**src/rtl/display_scan_mux.sv**
```systemverilog
// display_scan_mux: time-multiplexed scanner for a 4-digit common-anode
// seven-segment display. One digit nibble is presented per slot, with its
// active-low anode. Each slot starts with dead-time so the previous digit
// does not ghost. Leading zeros can be blanked and any digit can blink.
// All four digits of a frame come from one snapshot of digits_in.
module display_scan_mux #(
   parameter int REFRESH_DIV = 100000,   // cycles per digit slot, >= 2
   parameter int DEAD_CYCLES = 1000,     // blank cycles at slot start
   parameter int BLINK_DIV   = 25000000  // cycles per blink half-period
) (
   input  logic        clk,
   input  logic        rst_n,
   input  logic [15:0] digits_in,
   input  logic        en,
   input  logic        lzb_en,
   input  logic [3:0]  blink_mask,
   output logic [3:0]  digit_bin,
   output logic [3:0]  an,
   output logic        frame_tick
);

   localparam int SLOT_W  = (REFRESH_DIV > 1) ? $clog2(REFRESH_DIV) : 1;
   localparam int BLINK_W = (BLINK_DIV > 1) ? $clog2(BLINK_DIV) : 1;

   localparam logic [SLOT_W-1:0]  SLOT_MAX  = SLOT_W'(REFRESH_DIV - 1);
   localparam logic [SLOT_W-1:0]  DEAD_END  = SLOT_W'(DEAD_CYCLES);
   localparam logic [BLINK_W-1:0] BLINK_MAX = BLINK_W'(BLINK_DIV - 1);

   logic [SLOT_W-1:0]  slot_cnt;
   logic [1:0]         idx;
   logic [BLINK_W-1:0] blink_cnt;
   logic               blink_phase;
   logic [15:0]        snapshot;
   logic               frame_start;  // first state cycle of a new frame

   logic               slot_wrap;
   logic               frame_wrap;
   logic               blank;
   logic               leading_zero;
   logic [3:0]         nibble;
   logic [3:0]         an_next;

   // Decode wrap points, current nibble and the blanking decision.
   always_comb begin
      // NOTE: every signal gets a default first so no path can infer a latch.
      slot_wrap    = 1'b0;
      frame_wrap   = 1'b0;
      blank        = 1'b0;
      leading_zero = 1'b0;
      nibble       = 4'h0;
      an_next      = 4'b1111;

      slot_wrap  = (slot_cnt == SLOT_MAX);
      frame_wrap = slot_wrap && (idx == 2'd3);
      nibble     = snapshot[{idx, 2'b00} +: 4];

      // Digit idx is a leading zero when it and every digit to its left are 0.
      leading_zero = (idx != 2'd0) && ((snapshot >> {idx, 2'b00}) == 16'h0000);

      blank = !en
           || (slot_cnt < DEAD_END)
           || (blink_mask[idx] && blink_phase)
           || (lzb_en && leading_zero);

      an_next = blank ? 4'b1111 : ~(4'b0001 << idx);
   end

   // Slot counter and digit index; idx advances on every slot wrap.
   always_ff @(posedge clk or negedge rst_n) begin
      if (!rst_n) begin
         slot_cnt <= '0;
         idx      <= 2'd0;
      end else begin
         // NOTE: state is updated with non-blocking assignments so every flop
         // samples the pre-edge values, independent of statement order.
         if (slot_wrap) begin
            slot_cnt <= '0;
            idx      <= idx + 2'd1;
         end else begin
            slot_cnt <= slot_cnt + 1'b1;
         end
      end
   end

   // Free-running blink timebase, not gated by en.
   always_ff @(posedge clk or negedge rst_n) begin
      if (!rst_n) begin
         blink_cnt   <= '0;
         blink_phase <= 1'b0;
      end else if (blink_cnt == BLINK_MAX) begin
         blink_cnt   <= '0;
         blink_phase <= ~blink_phase;
      end else begin
         blink_cnt <= blink_cnt + 1'b1;
      end
   end

   // Capture digits_in once per frame, as idx 3 wraps back to idx 0.
   always_ff @(posedge clk or negedge rst_n) begin
      if (!rst_n) begin
         snapshot    <= 16'h0000;
         frame_start <= 1'b0;
      end else begin
         frame_start <= frame_wrap;
         if (frame_wrap) begin
            snapshot <= digits_in;
         end
      end
   end

   // Registered outputs, one cycle behind the scan state. frame_tick lines
   // up with the first cycle digit_bin shows the new snapshot's digit 0.
   always_ff @(posedge clk or negedge rst_n) begin
      if (!rst_n) begin
         digit_bin  <= 4'h0;
         an         <= 4'b1111;
         frame_tick <= 1'b0;
      end else begin
         digit_bin  <= nibble;
         an         <= an_next;
         frame_tick <= frame_start;
      end
   end

endmodule
```
**config.mk**
```make
export PLATFORM = sky130hd
export DESIGN_NAME = display_scan_mux
export DESIGN_NICKNAME = d
export VERILOG_FILES = /design/src/rtl/display_scan_mux.sv
export SDC_FILE = /design/constraint.sdc
export NUM_CORES = 1
export LEC_CHECK = 0
export BUFFER_PORTS_ARGS = -buffer_cell sky130_fd_sc_hd__buf_2
export CORE_ASPECT_RATIO = 1.5
export CORE_UTILIZATION = 30
export DETAILED_ROUTE_END_ITERATION = 16
export GPL_TIMING_DRIVEN = 0
export MAX_ROUTING_LAYER = met4
export PLACE_DENSITY = 0.48
export SYNTH_ARGS = -nofsm -noshare
export SYNTH_HDL_FRONTEND = slang
export SYNTH_SLANG_ARGS = --single-unit
```
**constraint.sdc**
```tcl
create_clock -name clk -period 5.4 [get_ports clk]
set_clock_uncertainty 0.2 [all_clocks]
set_input_delay 0.27 -clock clk [delete_from_list [all_inputs] [get_ports clk]]
set_output_delay 0.27 -clock clk [all_outputs]
set_load 0.02 [all_outputs]
```
==> flow_summary.yaml, run 1 <==
run_status:
  status: "complete, no violations"
critical_path:
  category_of_the_worst_setup_path_capture_point: "register"
  critical_path_required_ns: 5.41
  timing.critical_path.arrival_ns: 2.42
  peak_fanout_along_the_critical_path: 10
  worst-r2r-setup-slack_ns: 2.99
  setup.worst_path.class: "reg -> reg"
  setup.worst_path.start_class: "register"
timing:
  final.min_clock_period_ns: 2.41
  period_share_pct: 44.7
  rsz_0062_raised_after_global_routing: "no"
  worst_pin_slew_ns: 0.906
  fmax_mhz: 415
  setup_viol: 0
  max_slew_vio_count: 0
  setup-tns-final_ns: 0
  fin_worst_hold_slack_ns: 0.0941
  relSlewSlack_pct: 39.0
  setup_slack_ns: 2.99
  hold_viol: 0
route:
  pre_antenna_drt_iters: 4
  antenna_violating_nets_left: 0
  dr_total_vias: 2410
  totalWireLength_mm: 7.10
  post-route-drc-count: 0
  vias_per_cell: 4.86
  wire_per_inst_um: 14.3
  drt_first_iter_violations: 69
floorplanning:
  start_util_pct: 30.7
  die_area_um2: 11700
  coreArea_um2: 11000
  die_w_um: 88.5
  ioPinCount: 33
  die_h_um: 132
  rows: 47
finish:
  fraction_of_layout_cells_with_a_size_suffix_above_1_pct: 23.8
  final_area_um2: 4180
  nNetsFinal: 375
  num_antenna_cells: 0
  area_delta_synth_final_pct: 24.1
  layoutNonFillerInstCount: 496
placed_design:
  placed_area_um2: 3740
  io_buffer_count: 32
  placed_cells: 464
  placement.setup.worst_slack_ns: 2.97
  dp_hpwl_mm: 5.02
  final_gp_congestion: 0.771
clock_network:
  ctsLongestPathBuffers: 2
  insertion_delay_ns: 0.33
  ctsRootBufferMaster: "clkbuf_16"
  cts_buffers: 9
  tritoncts_num_sinks: 71
  post_cts_buffers: 0
  cts.repair.resized: 0
  cts_htree_levels: 3
  cts_tree: "done"
  reg_clk_slew_reported_paths_ns: 0.06
logic_synthesis:
  synth_area_per_cell_um2: 11.9
  synth_sequential_area_ratio_pct: 52.9
  yosysUniqueCellTypes: 43
  syn_nets: 314
  number_of_synthesized_register_bits: 71
  post_synth_inst_count: 284
  netlist_area_um2: 3370
  yosys_warnings: 0
grt:
  antenna_found_initial: 0
  vias_in_the_first_global_route: 2528
  grtUsageTotal_pct: 14.0
  grt.overflow.total: 0
  grt_max_degree: 62
  grt_pass1_wl_mm: 12.1
power_and_ir_drop:
  worst_ir_drop_vdd_v: 0.000131
  cellLeakagePower_nw: 1.79
  powerDensity_nw_per_um2: 269
run:
  max_cap_viol_count: 0
min_path:
  hold_path_class: "in -> reg"
==> critical path: stages, from the launching register on <==
cell	delay (ns)
dfrtp_1	0.40
ha_1	0.26
nand3_1	0.24
nor4_2	0.75
buf_2	0.37
nor2_1	0.08
==> routing by layer <==
metal / track usage, % / vias up / wire length (µm)
met2: 21.2 / 46 / 3470
met4: 6.00 / 0 / 118
met5: - / - / 0
met1: 16.9 / 1200 / 3250
met3: 4.38 / 10 / 257
li1: - / 1154 / -
==> through the flow <==
step	power [mW]	util (%)
5_1_grt	1.17	38.0
3_5_place_dp	0.594	34.1
4_1_cts	1.14	38.0
3_3_place_gp	0.591	33.8
6_report	1.12	38.0
2_1_floorplan	0.566	-
==> cells in the final DEF, fill, tap and decap left out, types with 3 or more instances in the layout <==
cell type      count
dfrtp_1           67
buf_2             33
nand2_1           23
nor2_1            21
nand3_1           20
dlygate4sd3_1     17
xor2_1            16
xnor2_1           13
mux2_4            10
o21ai_0            9
clkbuf_16          9
a21oi_1            8
and3_1             6
mux2_2             6
ha_1               6
mux4_2             5
inv_1              5
and4_1             5
or3_1              5
nor3_1             5
nor4_1             5
nand4b_1           4
or4_1              4
dfstp_2            4
nand4_1            3
mux2i_1            3
clkbuf_1           3
nor4b_1            3
o211ai_1           3
==> cell type report <==
class / count / area, µm²
fillers: 1111 / 6820
flip-flops and latches: 71 / 1780
well taps: 147 / 184
clock inverters: 3 / 20.0
clock buffers: 12 / 246
plain buffers: 5 / 36.3
repair buffers: 50 / 360
inverters: 5 / 18.8
multi-input cells: 203 / 1530
==> path summary, 6_finish.rpt <==
path                            endpoint  cells past startpoint          from
max                         blink_cnt[6]                      5  blink_cnt[0]
min                                an[0]                      4            en
max reg2reg                 blink_cnt[6]                      5  blink_cnt[0]
max in group asynchronous          an[0]                      3         rst_n
min reg2reg                   frame_tick                      0   frame_start
min in group asynchronous  blink_cnt[21]                      2         rst_n
==> synthesized netlist by cell type, drive strengths merged <==
cell	instances	area share [%]
mux4	5	3.3
or4	6	1.6
ha	6	2.2
dfstp	4	3.1
a221oi	1	0.26
nor2b	2	0.37
o21ai	9	1.3
o41ai	2	0.52
or2	1	0.19
dfrtp	67	50
or3b	1	0.26
nor3	6	1.2
mux2	16	6.5
nor2	22	2.7
a21oi	8	1.2
a2111o	1	0.33
nor4	6	1.3
and2	2	0.37
nor3b	1	0.22
xnor2	13	3.4
and4	5	1.3
nand4	4	0.93
nand3	21	3.5
buf	4	0.97
nand4b	4	1.0
xor2	16	4.2
clkbuf	1	0.11
and3	6	1.1
nand2	23	2.6
o31ai	2	0.45
nor4b	3	0.78
o211ai	3	0.67
or3	5	0.93
mux2i	3	0.89
inv	5	0.56
==> timing repair <==
item	4_1_cts	5_1_grt
hold buffers	17	0
hold endpoints to repair	83	0
setup endpoints to repair	0	0
==> kinds of logic after synthesis <==
kind of cell | count (synthesis) | synth area share [%]
simple gates | 118 | 20.3
buf+inv | 10 | 1.63
compound gates | 26 | 4.75
flops | 71 | 52.9
fa+ha+maj | 6 | 2.23
xor+xnor | 29 | 7.54
mux | 24 | 10.7
==> registers in the layout (all words and copies together), names as in the netlist <==
signal and flops:
snapshot 16, slot_cnt 17, frame_tick 1, idx 2
blink_cnt 25, an 4, digit_bin 4, blink_phase 1
frame_start 1
==> report_power, final <==
group	internal, mW	switching [mW]	leakage (nW)
clock	0.320	0.212	0.125
sequential	0.540	0.00581	0.903
combinational	0.0265	0.0198	0.767
Note: power is estimated with default switching activity, not from simulation.
==> inputs of run 2 (changes only) <==
clock period = 2.3 ns   (was 5.4 ns; I/O delays follow)
==> flow_summary.yaml, run 2 (synthesized netlist as in run 1, its figures left out) <==
finish:
  top_regs: "blink_cnt: 25 flops, slot_cnt: 17 flops, snapshot: 16 flops"
  registers.top_by_ff_count: "blink_cnt"
  ff_latch_area_um2: 1780
  nNetsFinal: 379
  multi_input_comb_area_um2: 1540
  layout_common_cells: "dfrtp_1 (67), buf_2 (32), nand2_1 (23), nor2_1 (21), nand3_1 (20)"
  nFillCells: 1107
  largest_register_ffs: 25
  num_antenna_cells: 0
  area_delta_synth_final_pct: 25.5
  fraction_of_layout_cells_with_a_size_suffix_above_1_pct: 24.4
  layout_commonest_cell: "dfrtp_1"
  final_core_utilization_pct: 38.5
critical_path:
  worst_r2r_path_depth: 5
  category_of_the_worst_setup_path_capture_point: "register"
  peak_fanout_along_the_critical_path: 10
  setup.worst_path.class: "reg -> reg"
  timing.critical_path.arrival_ns: 2.21
  critical_path_required_ns: 2.31
  worst-r2r-setup-slack_ns: 0.10
  worst_setup_path_startpoint: "slot_cnt[11]"
  r2r_end: "snapshot[9]"
  setup.worst_path.start_class: "register"
  worst_r2r_startpoint: "slot_cnt[11]"
clock_network:
  reg_clk_slew_reported_paths_ns: 0.05
  cts_tree: "done"
  ctsRootBufferMaster: "clkbuf_16"
  ctsLongestPathBuffers: 2
  insertion_delay_ns: 0.33
  cts_buffers: 9
  tritoncts_num_sinks: 71
  cts_htree_levels: 3
timing:
  fin_worst_hold_slack_ns: 0.00227
  final.min_clock_period_ns: 2.20
  worst_pin_slew_ns: 0.904
  max_slew_vio_count: 0
  period_share_pct: 95.5
  setup_viol: 0
  setup_slack_ns: 0.105
  fmax_mhz: 455
  rsz_0062_raised_after_global_routing: "no"
  relSlewSlack_pct: 39.2
  hold_viol: 0
route:
  post-route-drc-count: 0
  detailroute.wirelength.met2_mm: 3.51
  wire_per_inst_um: 14.2
  met3_length_um: 224
  antenna_violating_nets_left: 0
  highest-signal-layer: "met4"
  dr_total_vias: 2413
  pre_antenna_drt_iters: 4
  m1WireLength_mm: 3.26
  vias_per_cell: 4.83
  totalWireLength_mm: 7.11
  drt_first_iter_violations: 75
floorplanning:
  start_util_pct: 30.7
  rows: 47
  ioPinCount: 33
  die_area_um2: 11700
  die_w_um: 88.5
  die_h_um: 132
  coreArea_um2: 11000
placed_design:
  final_gp_congestion: 0.771
  io_buffer_count: 32
  placement.setup.worst_slack_ns: -0.131
  dp_hpwl_mm: 5.02
grt:
  grt_pass1_wl_mm: 12.1
  antenna_found_initial: 0
  vias_in_the_first_global_route: 2537
  grtUsageTotal_pct: 14.0
  grt_max_degree: 62
  grt.overflow.total: 0
min_path:
  hold_path.startpoint: "lzb_en"
  hold_end: "an[2]"
  hold-path-cell-count: 4
  hold_path_class: "in -> reg"
power_and_ir_drop:
  worst_ir_drop_vdd_v: 0.000315
  powerDensity_nw_per_um2: 624
  cellLeakagePower_nw: 1.84
  power.total_mw: 2.64
run_status:
  status: "complete, no violations"
run:
  max_cap_viol_count: 0
## run 2: layout make-up
cell class                 instances  share of cell area, %
timing repair buffer              55                   9.52
tap                              147                   4.35
multi-input combinational        203                   36.5
clock inverter                     3                  0.473
inverter                           5                  0.444
clock buffer                      12                   5.82
sequential                        71                   42.1
buffer                             4                  0.828
## run 2: power breakdown
group / switching [mW] / leakage (nW) / internal (mW)
clock: 0.498 / 0.125 / 0.751
combinational: 0.0468 / 0.810 / 0.0645
sequential: 0.0136 / 0.903 / 1.27
total: 0.558 / 1.84 / 2.08
## run 2: how the worst max path moves through the flow
stage / end / slack, ns / depth (start not counted)
floorplan: snapshot[10] / 0.17 / 5
finish: snapshot[9] / 0.10 / 5
detailed placement: blink_cnt[6] / -0.13 / 5
global placement: blink_cnt[6] / -0.17 / 5
CTS: snapshot[9] / 0.005 / 5
global route: idx[1] / 0.01 / 4
## run 2: what timing repair did
| item | 4_1_cts | 5_1_grt |
|---|---|---|
| pin swaps | 0 | 2 |
| hold buffers | 19 | 0 |
| setup endpoints to repair | 10 | 24 |
| buffers inserted | 0 | 3 |
| endpoints found under the hold margin | 87 | 0 |
| gates resized for setup | 1 | 1 |
## run 2: metal layers
layer | global-route usage [%] | vias to the layer above
li1 | - | 1165
met1 | 16.8 | 1205
met2 | 21.3 | 33
met3 | 4.45 | 10
met4 | 5.82 | 0
met5 | - | -
## run 2: through the flow
step	cell area [µm²]	instances	setup TNS, ns
5_1_grt	4230	500	0
3_3_place_gp	3710	463	-1.59
3_5_place_dp	3740	464	-1.23
6_report	4230	500	0
4_1_cts	4210	498	0
2_1_floorplan	3370	284	0
## run 2: critical path: stages (launching register included)
cell	delay [ns]
dfrtp_1	0.43
or4_4	0.60
nor3_4	0.20
nand3_4	0.15
buf_6	0.19
mux2_4	0.30
